[src/rtl/unique_run_extractor_pkg.sv]
// unique_pkg: widths, FSM states and run-entry type shared by the unique-elements pipeline
package unique_pkg;
    localparam int N = 8;
    localparam int WORD_SIZE = 4;
    localparam int CNT_W = $clog2(N + 1);
    localparam int IDX_W = $clog2(N);
    typedef enum logic [1:0] {S_LOAD, S_SCAN, S_EMIT} state_t;
    typedef struct packed {
        logic [WORD_SIZE-1:0] value;
        logic [CNT_W-1:0] count;
    } entry_t;
endpackage

[src/rtl/unique_run_extractor_if.sv]
// unique_run_extractor_if: input word stream, output run-entry stream and status
interface unique_run_extractor_if;
    import unique_pkg::*;
    logic in_valid;
    logic in_ready;
    logic [WORD_SIZE-1:0] in_data;
    logic out_valid;
    logic out_ready;
    logic [WORD_SIZE-1:0] out_data;
    logic [CNT_W-1:0] out_count;
    logic out_last;
    logic [CNT_W-1:0] uniq_total;
    logic busy;
    logic sort_err;
    modport slave (
        input in_valid, in_data, out_ready,
        output in_ready, out_valid, out_data, out_count, out_last, uniq_total, busy, sort_err
    );
    modport master (
        output in_valid, in_data, out_ready,
        input in_ready, out_valid, out_data, out_count, out_last, uniq_total, busy, sort_err
    );
endinterface

[src/rtl/unique_run_extractor_buffer.sv]
// run_entry_buffer: N-deep (value, count) register file with open/increment/read and entry count u
module run_entry_buffer
    import unique_pkg::*;
(
    input  logic clk,
    input  logic rst,
    input  logic clr,
    input  logic open_new,
    input  logic inc,
    input  logic [WORD_SIZE-1:0] value,
    input  logic [IDX_W-1:0] rd_idx,
    output entry_t rd_entry,
    output logic [CNT_W-1:0] u
);
    entry_t ent [N];
    logic [IDX_W-1:0] wi, ci;
    assign wi = IDX_W'(u);
    assign ci = IDX_W'(u - CNT_W'(1));
    assign rd_entry = ent[rd_idx];
    always_ff @(posedge clk) begin
        if (rst || clr) u <= '0;
        else if (open_new) u <= u + 1'b1;
    end
    always_ff @(posedge clk) begin
        if (open_new) ent[wi] <= '{value: value, count: CNT_W'(1)};
        else if (inc) ent[ci].count <= ent[ci].count + 1'b1;
    end
endmodule

[src/rtl/unique_run_extractor.sv]
// unique_run_extractor: buffers N sorted words, compacts equal runs, streams (value, count) entries
// Optional UNIQ_CHECK_SORTED_EN: sticky sort_err when a word is smaller than its predecessor.
module unique_run_extractor
    import unique_pkg::*;
(
    input logic clk,
    input logic rst,
    unique_run_extractor_if.slave bus
);
    state_t state, state_n;
    logic [WORD_SIZE-1:0] mem [N];
    logic [IDX_W-1:0] wr, i, rd;
    logic [CNT_W-1:0] u;
    entry_t rd_entry;
    logic same, open_new, inc, clr, last, beat, load;
    assign load = state == S_LOAD && bus.in_valid;
    assign same = mem[i] == mem[i - IDX_W'(1)];
    assign last = CNT_W'(rd) == u - CNT_W'(1);
    assign beat = state == S_EMIT && bus.out_ready;
    assign clr = beat && last;
    assign open_new = state == S_SCAN && (i == '0 || !same);
    assign inc = state == S_SCAN && i != '0 && same;
    run_entry_buffer ueb (
        .clk(clk), .rst(rst), .clr(clr), .open_new(open_new), .inc(inc),
        .value(mem[i]), .rd_idx(rd), .rd_entry(rd_entry), .u(u)
    );
    always_ff @(posedge clk) state <= rst ? S_LOAD : state_n;
    always_comb begin
        state_n = state;
        if (load && wr == IDX_W'(N - 1)) state_n = S_SCAN;
        if (state == S_SCAN && i == IDX_W'(N - 1)) state_n = S_EMIT;
        if (clr) state_n = S_LOAD;
        bus.in_ready = state == S_LOAD;
        bus.out_valid = state == S_EMIT;
        bus.busy = state != S_LOAD;
        bus.out_data = bus.out_valid ? rd_entry.value : '0;
        bus.out_count = bus.out_valid ? rd_entry.count : '0;
        bus.out_last = bus.out_valid && last;
        bus.uniq_total = bus.out_valid ? u : '0;
    end
    always_ff @(posedge clk) begin
        if (load) mem[wr] <= bus.in_data;
    end
    always_ff @(posedge clk) begin
        if (rst) begin
            wr <= '0;
            i <= '0;
            rd <= '0;
        end else begin
            if (load) wr <= wr == IDX_W'(N - 1) ? '0 : wr + 1'b1;
            i <= state == S_SCAN && i != IDX_W'(N - 1) ? i + 1'b1 : '0;
            rd <= clr ? '0 : beat ? rd + 1'b1 : rd;
        end
    end
`ifdef UNIQ_CHECK_SORTED_EN
    logic err;
    always_ff @(posedge clk) begin
        if (rst) err <= 1'b0;
        else if (state == S_SCAN && i != '0 && mem[i] < mem[i - IDX_W'(1)]) err <= 1'b1;
    end
    assign bus.sort_err = err;
`else
    assign bus.sort_err = 1'b0;
`endif
endmodule

[src/flat_wrapper.sv]
// flat-port wrapper written by rule: the top's interface ports become plain ports
module unique_run_extractor_flat import unique_pkg::*;
  (clk, rst, bus_in_valid, bus_in_data, bus_out_ready, bus_in_ready, bus_out_valid, bus_out_data, bus_out_count, bus_out_last, bus_uniq_total, bus_busy, bus_sort_err);
  unique_run_extractor_if bus_i ();
  input logic clk;
  input logic rst;
  input wire logic [$bits(bus_i.in_valid)-1:0] bus_in_valid;
  input wire logic [$bits(bus_i.in_data)-1:0] bus_in_data;
  input wire logic [$bits(bus_i.out_ready)-1:0] bus_out_ready;
  output wire logic [$bits(bus_i.in_ready)-1:0] bus_in_ready;
  output wire logic [$bits(bus_i.out_valid)-1:0] bus_out_valid;
  output wire logic [$bits(bus_i.out_data)-1:0] bus_out_data;
  output wire logic [$bits(bus_i.out_count)-1:0] bus_out_count;
  output wire logic [$bits(bus_i.out_last)-1:0] bus_out_last;
  output wire logic [$bits(bus_i.uniq_total)-1:0] bus_uniq_total;
  output wire logic [$bits(bus_i.busy)-1:0] bus_busy;
  output wire logic [$bits(bus_i.sort_err)-1:0] bus_sort_err;
  assign bus_i.in_valid = bus_in_valid;
  assign bus_i.in_data = bus_in_data;
  assign bus_i.out_ready = bus_out_ready;
  assign bus_in_ready = bus_i.in_ready;
  assign bus_out_valid = bus_i.out_valid;
  assign bus_out_data = bus_i.out_data;
  assign bus_out_count = bus_i.out_count;
  assign bus_out_last = bus_i.out_last;
  assign bus_uniq_total = bus_i.uniq_total;
  assign bus_busy = bus_i.busy;
  assign bus_sort_err = bus_i.sort_err;
  unique_run_extractor u_core (.clk(clk), .rst(rst), .bus(bus_i));
endmodule
[config.mk]
export PLATFORM = sky130hd
export DESIGN_NAME = unique_run_extractor_flat
export DESIGN_NICKNAME = d
export VERILOG_FILES = /design/src/rtl/unique_run_extractor_pkg.sv /design/src/rtl/unique_run_extractor_if.sv /design/src/rtl/unique_run_extractor_buffer.sv /design/src/rtl/unique_run_extractor.sv /design/src/flat_wrapper.sv
export SDC_FILE = /design/constraint.sdc
export NUM_CORES = 1
export LEC_CHECK = 0
export ABC_AREA = 1
export CORE_ASPECT_RATIO = 1.25
export CORE_MARGIN = 4
export CORE_UTILIZATION = 27
export DETAILED_ROUTE_END_ITERATION = 12
export GPL_TIMING_DRIVEN = 0
export PLACE_DENSITY = 0.48
export SYNTH_ARGS = -nofsm -noshare
export SYNTH_HDL_FRONTEND = slang
export SYNTH_SLANG_ARGS = --single-unit
[constraint.sdc]
create_clock -name clk -period 3.25 [get_ports clk]
set_input_delay 0.325 -clock clk [delete_from_list [all_inputs] [get_ports clk]]
set_output_delay 0.325 -clock clk [all_outputs]
set_load 0.02 [all_outputs]
After elaboration in Yosys (flattened, before gate mapping)
Memories as Yosys holds them, arrays and structs flattened. A register that Yosys moved wholly into a read port is not among the register bits.
Cells that the tools add are included.
- equality and inequality tests: 7
- muxes and demuxes: 19
- bitwise logic cells: 1
- add/subtract/negate cells: 7
- reductions and logical operators: 22
- operators with widths (kind ; number):
    3-bit 2-to-1 mux ; 5
    4-bit 2-to-1 mux ; 3
    1-bit logical AND ; 10
    3-bit by 1-bit adder with 3-bit output (second input constant) ; 3
    4-bit by 1-bit adder with 4-bit output (second input constant) ; 2
    8-bit 2-to-1 mux ; 1
    8-bit OR reduction ; 1
    1-bit 2-to-1 mux ; 7
    3-bit == test (second input constant) ; 2
    2-bit 2-to-1 mux ; 3
    3-bit by 4-bit == test with 1-bit output ; 1
    4-bit == test ; 1
    2-bit nonzero test ; 2
    2-bit OR reduction ; 2
    4-bit by 1-bit subtractor with 4-bit output (second input constant) ; 1
    3-bit zero test ; 1
    3-bit != test (second input constant) ; 1
    3-bit nonzero test ; 1
    3-bit OR reduction ; 1
    3-bit by 1-bit subtractor with 3-bit output (second input constant) ; 1
    2-bit by 1-bit == test with 1-bit output (second input constant) ; 1
    2-bit == test (second input constant) ; 1
    2-bit zero test ; 1
    1-bit logical OR ; 2
    2 further kinds ; 2
- memories kept: 2
- output and inout port bits: 17
- logic and storage cells: 64
- register bits after elaboration: 15
- bits in writable memories: 96
- memories (memory ; words ; bits a word ; read ports ; clocked after Yosys merged registers in ; wr ports ; RTL line ; RTL):
    u_core.ueb.ent ; 8 ; 8 ; 2 ; 1 ; 1 ; unique_run_extractor_buffer.sv:15 ; entry_t ent [N];
    u_core.mem ; 8 ; 4 ; 2 ; 1 ; 1 ; unique_run_extractor.sv:11 ; logic [WORD_SIZE-1:0] mem [N];

Longest topological paths before layout
An unclocked memory read counts as a cell.
- word-level depth: 10
- depth in mapped cells: 19
- depth with buffers taken out: 15

By module
A second synthesis with hierarchy kept.
- cells, all modules: 716
- area, all modules: 6039.5 um2
- modules (own cells, without submodules) (module ; cells an instance ; area each (um2) ; times used ; sequential area each (um2)):
    run_entry_buffer ; 353 ; 3323.2 ; 1 ; 2001.9
    unique_run_extractor ; 363 ; 2716.4 ; 1 ; 1181.1

Worst setup path after synthesis
Ideal clock, no wire load.
- kind: flip-flop to flip-flop
- start point: reg u_core.i[0]
- end point: mem u_core.ueb.ent[1][4] (netlist name), enable pin
- arrival: 2.327 ns
- library setup time: 0.329 ns
- setup slack: 0.594 ns
- stages on the path, launching flop included: 17
- buffers on the path: 3
- cells stage by stage: dfxtp_1 -> buf_6 -> inv_4 -> buf_6 -> ha_1 -> xnor2_1 -> nand3_1 -> nand2_1 -> nand2_1 -> nand2_4 -> nor2_8 -> nand3_4 -> buf_6 -> nand2_4 -> nand2_4 -> nand3_2 -> nor2_1
- word-level cells in the longest chain between the ends: 10
- elaborated cells between the ends (all ways): 18
- those cells by class: add/sub: 1; eq/ne: 1; mux: 7; reduce/logical: 8; memory: 1
- ends and longest elaborated chain (item ; RTL line ; RTL):
    from (decl) ; unique_run_extractor.sv:12 ; logic [IDX_W-1:0] wr, i, rd;
    from (signal assigned) ; unique_run_extractor.sv:51 ; i <= state == S_SCAN && i != IDX_W'(N - 1) ? i + 1'b1 : '0;
    3-bit by 1-bit subtractor with 3-bit output ; unique_run_extractor.sv:17 ; assign same = mem[i] == mem[i - IDX_W'(1)];
    memory read 8 x 4 bit ; n/a ;
    4-bit == test ; unique_run_extractor.sv:17 ;
    1-bit zero test ; unique_run_extractor.sv:21 ; assign open_new = state == S_SCAN && (i == '0 || !same);
    1-bit logical OR ; unique_run_extractor.sv:21 ;
    1-bit logical AND ; unique_run_extractor.sv:21 ;
    1-bit 2-to-1 mux ; unique_run_extractor_buffer.sv:25 ; if (open_new) ent[wi] <= '{value: value, count: CNT_W'(1)};
    1-bit 2-to-1 mux (implied by the code) ; unique_run_extractor_buffer.sv:26 ; else if (inc) ent[ci].count <= ent[ci].count + 1'b1;
    8-bit OR reduction (no line) ; n/a ;
    3-bit 2-to-1 mux (no line) or 2-bit 2-to-1 mux (tied branches) ; n/a ;
    to (decl) ; unique_run_extractor_buffer.sv:15 ;
Parallel ways exist; a longest one is shown, timed or not.

==> flow_metrics.py <==
metrics = {
    "power_and_ir_drop": {
        "p_leak_uw": 0.00272,
        "powerDensity_nw_per_um2": 482,
        "power.total_uw": 3500,
        "vdd_drop_max_v": 0.000346,
    },
    "place": {
        "gp_congestion": 0.850,
        "place_hpwl_mm": 11.3,
        "io_buffer_count": 23,
    },
    "min_path": {
        "hp-class": "register to register",
    },
    "route": {
        "routed_wl_mm": 15.0,
        "drc": 0,
        "wl_per_cell_um": 15.0,
        "via_count": 4462,
        "first_iter_violations": 272,
        "vias_per_cell": 4.46,
        "drtPass1Iterations": 5,
        "final_antenna_net_count": 0,
    },
    "sta": {
        "finalCritPeriodShare": 0.936,
        "slew_headroom": 0.433,
        "fin_worst_skew_ps": 17.3,
        "fmax_ghz": 0.329,
        "final_hold_viol_count": 0,
        "setup_violations": 0,
        "hold_ws_ps": 487,
        "worst_pin_slew_ps": 844,
        "period_minus_slack_ps": 3040,
        "drv_slew": 0,
        "rsz0062_at_grt": "yes",
    },
    "synthesis": {
        "synth-main-ff-cell": "edfxtp_1",
        "yosysSeqAreaShare": 0.546,
        "synthDistinctLibCells": 37,
        "synth_warnings": 0,
        "syn-cell-area_um2": 5940,
        "ys_ff_latch": 114,
        "synth_area_leader_cell": "edfxtp_1",
        "synth-simple-area-share": 0.238,
        "synthTopCellsByCount": "nand2_1, edfxtp_1, nor2_1",
        "yosys.area_share.adder": 0.0211,
        "synth_area_leaders": "edfxtp_1, nand2_1, dfxtp_1",
        "synth_top_family_by_area": "simple AND/OR/NAND/NOR gates",
        "syn_nets": 684,
        "syn_area_per_cell_um2": 8.92,
        "synthArstFlopShare": 0,
        "synth_compound_area_frac": 0.101,
        "synth_top_area_frac": 0.485,
        "synth.area.mux_share": 0,
        "yosysMostFrequentCell": "nand2_1",
        "synth_edf_count": 96,
        "synthXorXnorAreaFrac": 0.0194,
        "syn_inst": 666,
    },
    "clocking": {
        "cts_hold_buf": 0,
        "worstSkewPairLatency_ps": 420,
        "clockBufferDepth": 2,
        "clockRootBuffer": "clkbuf_16",
        "cts_tree": "yes",
        "cts_buffers": 17,
        "clock_sinks": 114,
        "clkTransAtPathRegs_ps": 50,
        "cts_htree_levels": 4,
    },
    "run_status": {
        "outcome": "finished, final reports clean",
    },
    "critical_path": {
        "crit_arrival_ps": 2720,
        "cp-start-kind": "register",
        "path_max_fanout": 10,
        "cp.required_ps": 2920,
        "worstSetupPathType": "register to output port",
        "end_kind": "output port",
    },
    "floorplanning": {
        "die_w_um": 141,
        "die_area_um2": 24500,
        "pin_count": 25,
        "start_util": 0.275,
        "core_area_um2": 21600,
        "die_h_um": 174,
        "rows": 60,
    },
    "layout": {
        "layout-drive-gt1-share": 0.126,
        "syn_to_final_growth_pct": 22.1,
        "nFillCells": 2249,
        "nets": 727,
        "antennaDiodeCount": 0,
    },
    "global_routing": {
        "grt_usage": 0.128,
        "grt_pass1_vias": 4537,
        "gr-total-overflow": 0,
        "antenna_found_initial": 0,
        "grt_max_degree": 17,
        "grt_pass1_wl_mm": 24.6,
    },
    "run": {
        "cap_violations": 0,
    },
}
[per-layer routing]
layer  track usage  vias up  part of all wire
met5             0        -                 0
met1         0.150     2083              0.43
met2         0.230       43              0.54
met3        0.0295        6             0.016
li1              -     2330                 -
met4        0.0440        0            0.0072
[final timing paths]
path,start,end,slack [ps],depth (start not counted)
setup / recovery,register,bus_out_count[3],210,7
setup reg to reg,u_core.i[0],u_core.ueb.ent[1][1],220,16
hold reg to reg,u_core.ueb.u[3],u_core.ueb.u[3],490,2
hold / removal,u_core.ueb.u[3],u_core.ueb.u[3],490,2
[cell usage in the layout (no fill, tap or decap), drive strengths merged, types with 2 or more instances in the layout]
cell type and n:
clkdlybuf4s50 22, o22ai 4, o21ai 60, edfxtp 96, dfxtp 18, a21oi 29, o211ai 4, xor2 6
nand3 65, a31oi 12, bufinv 2, nand2 158, nand4 7, ha 10, nor2 80, buf 12
clkinvlp 4, clkinv 7, clkbuf 37, xnor2 5, inv 74, nor3 3
[sequential cells by signal (all words and copies together) (netlist names), named ones only]
register,cells
u_core.ueb.ent,64
u_core.mem,32
u_core.ueb.u,4
u_core.i,3
u_core.rd,3
u_core.wr,3
u_core.state,2
[critical path, cell delays in order (launching register included)]
cell and delay, ps:
dfxtp_1 400, inv_1 160, clkbuf_1 450, nor2_1 70, o21ai_0 220, o21ai_0 130
a31oi_1 230, clkdlybuf4s50_1 640
[power by group]
group,leakage [uW],total [uW],switching [uW],internal (uW)
Sequential,0.00110,1600,6.56,1600
Clock,0.000265,1790,664,1120
Combinational,0.00136,107,73.0,33.6
Total,0.00272,3500,744,2750
[cell families (layout without fill, tap and decap cells)]
group,after synthesis,count (layout)
AO/OA/AOI/OAI,112,112
adder cells (fa/ha/maj),10,10
XOR/XNOR,11,11
AND/OR/NAND/NOR,315,315
flip-flops,114,114
buffers and inverters,103,159
other,1,1
[timing repair]
| action | in CTS | in global routing |
|---|---|---|
| resized for setup | 14 | 31 |
| setup endpoints to repair | 101 | 85 |
| setup buffers | 0 | 1 |
| pin swaps | 0 | 5 |
| endpoints found under the hold margin | 0 | 0 |
[per-stage QoR]
stage	std cells	instance area, um^2	utilization	setup WS, ps	TNS (ps)
CTS	1000	7130	0.330	22.3	0
detailed placement	968	6520	0.302	-403	-12960
floorplan	666	5940	-	594	0
global placement	968	6520	0.302	-409	-11810
global route	1001	7260	0.336	-5.15	-14.9
finish	1001	7260	0.336	208	0
[cell type report]
cell class / instances / area [um^2] / area share
plain buffers: 29 / 175 / 0.0241
clock buffers: 19 / 433 / 0.0596
clock inverters: 13 / 138 / 0.0190
inverters: 74 / 288 / 0.0396
multi-input cells: 449 / 2400 / 0.330
flip-flops and latches: 114 / 3240 / 0.447
well taps: 279 / 349 / 0.0481
repair buffers: 24 / 238 / 0.0327
(Power assumes the default switching activity.)
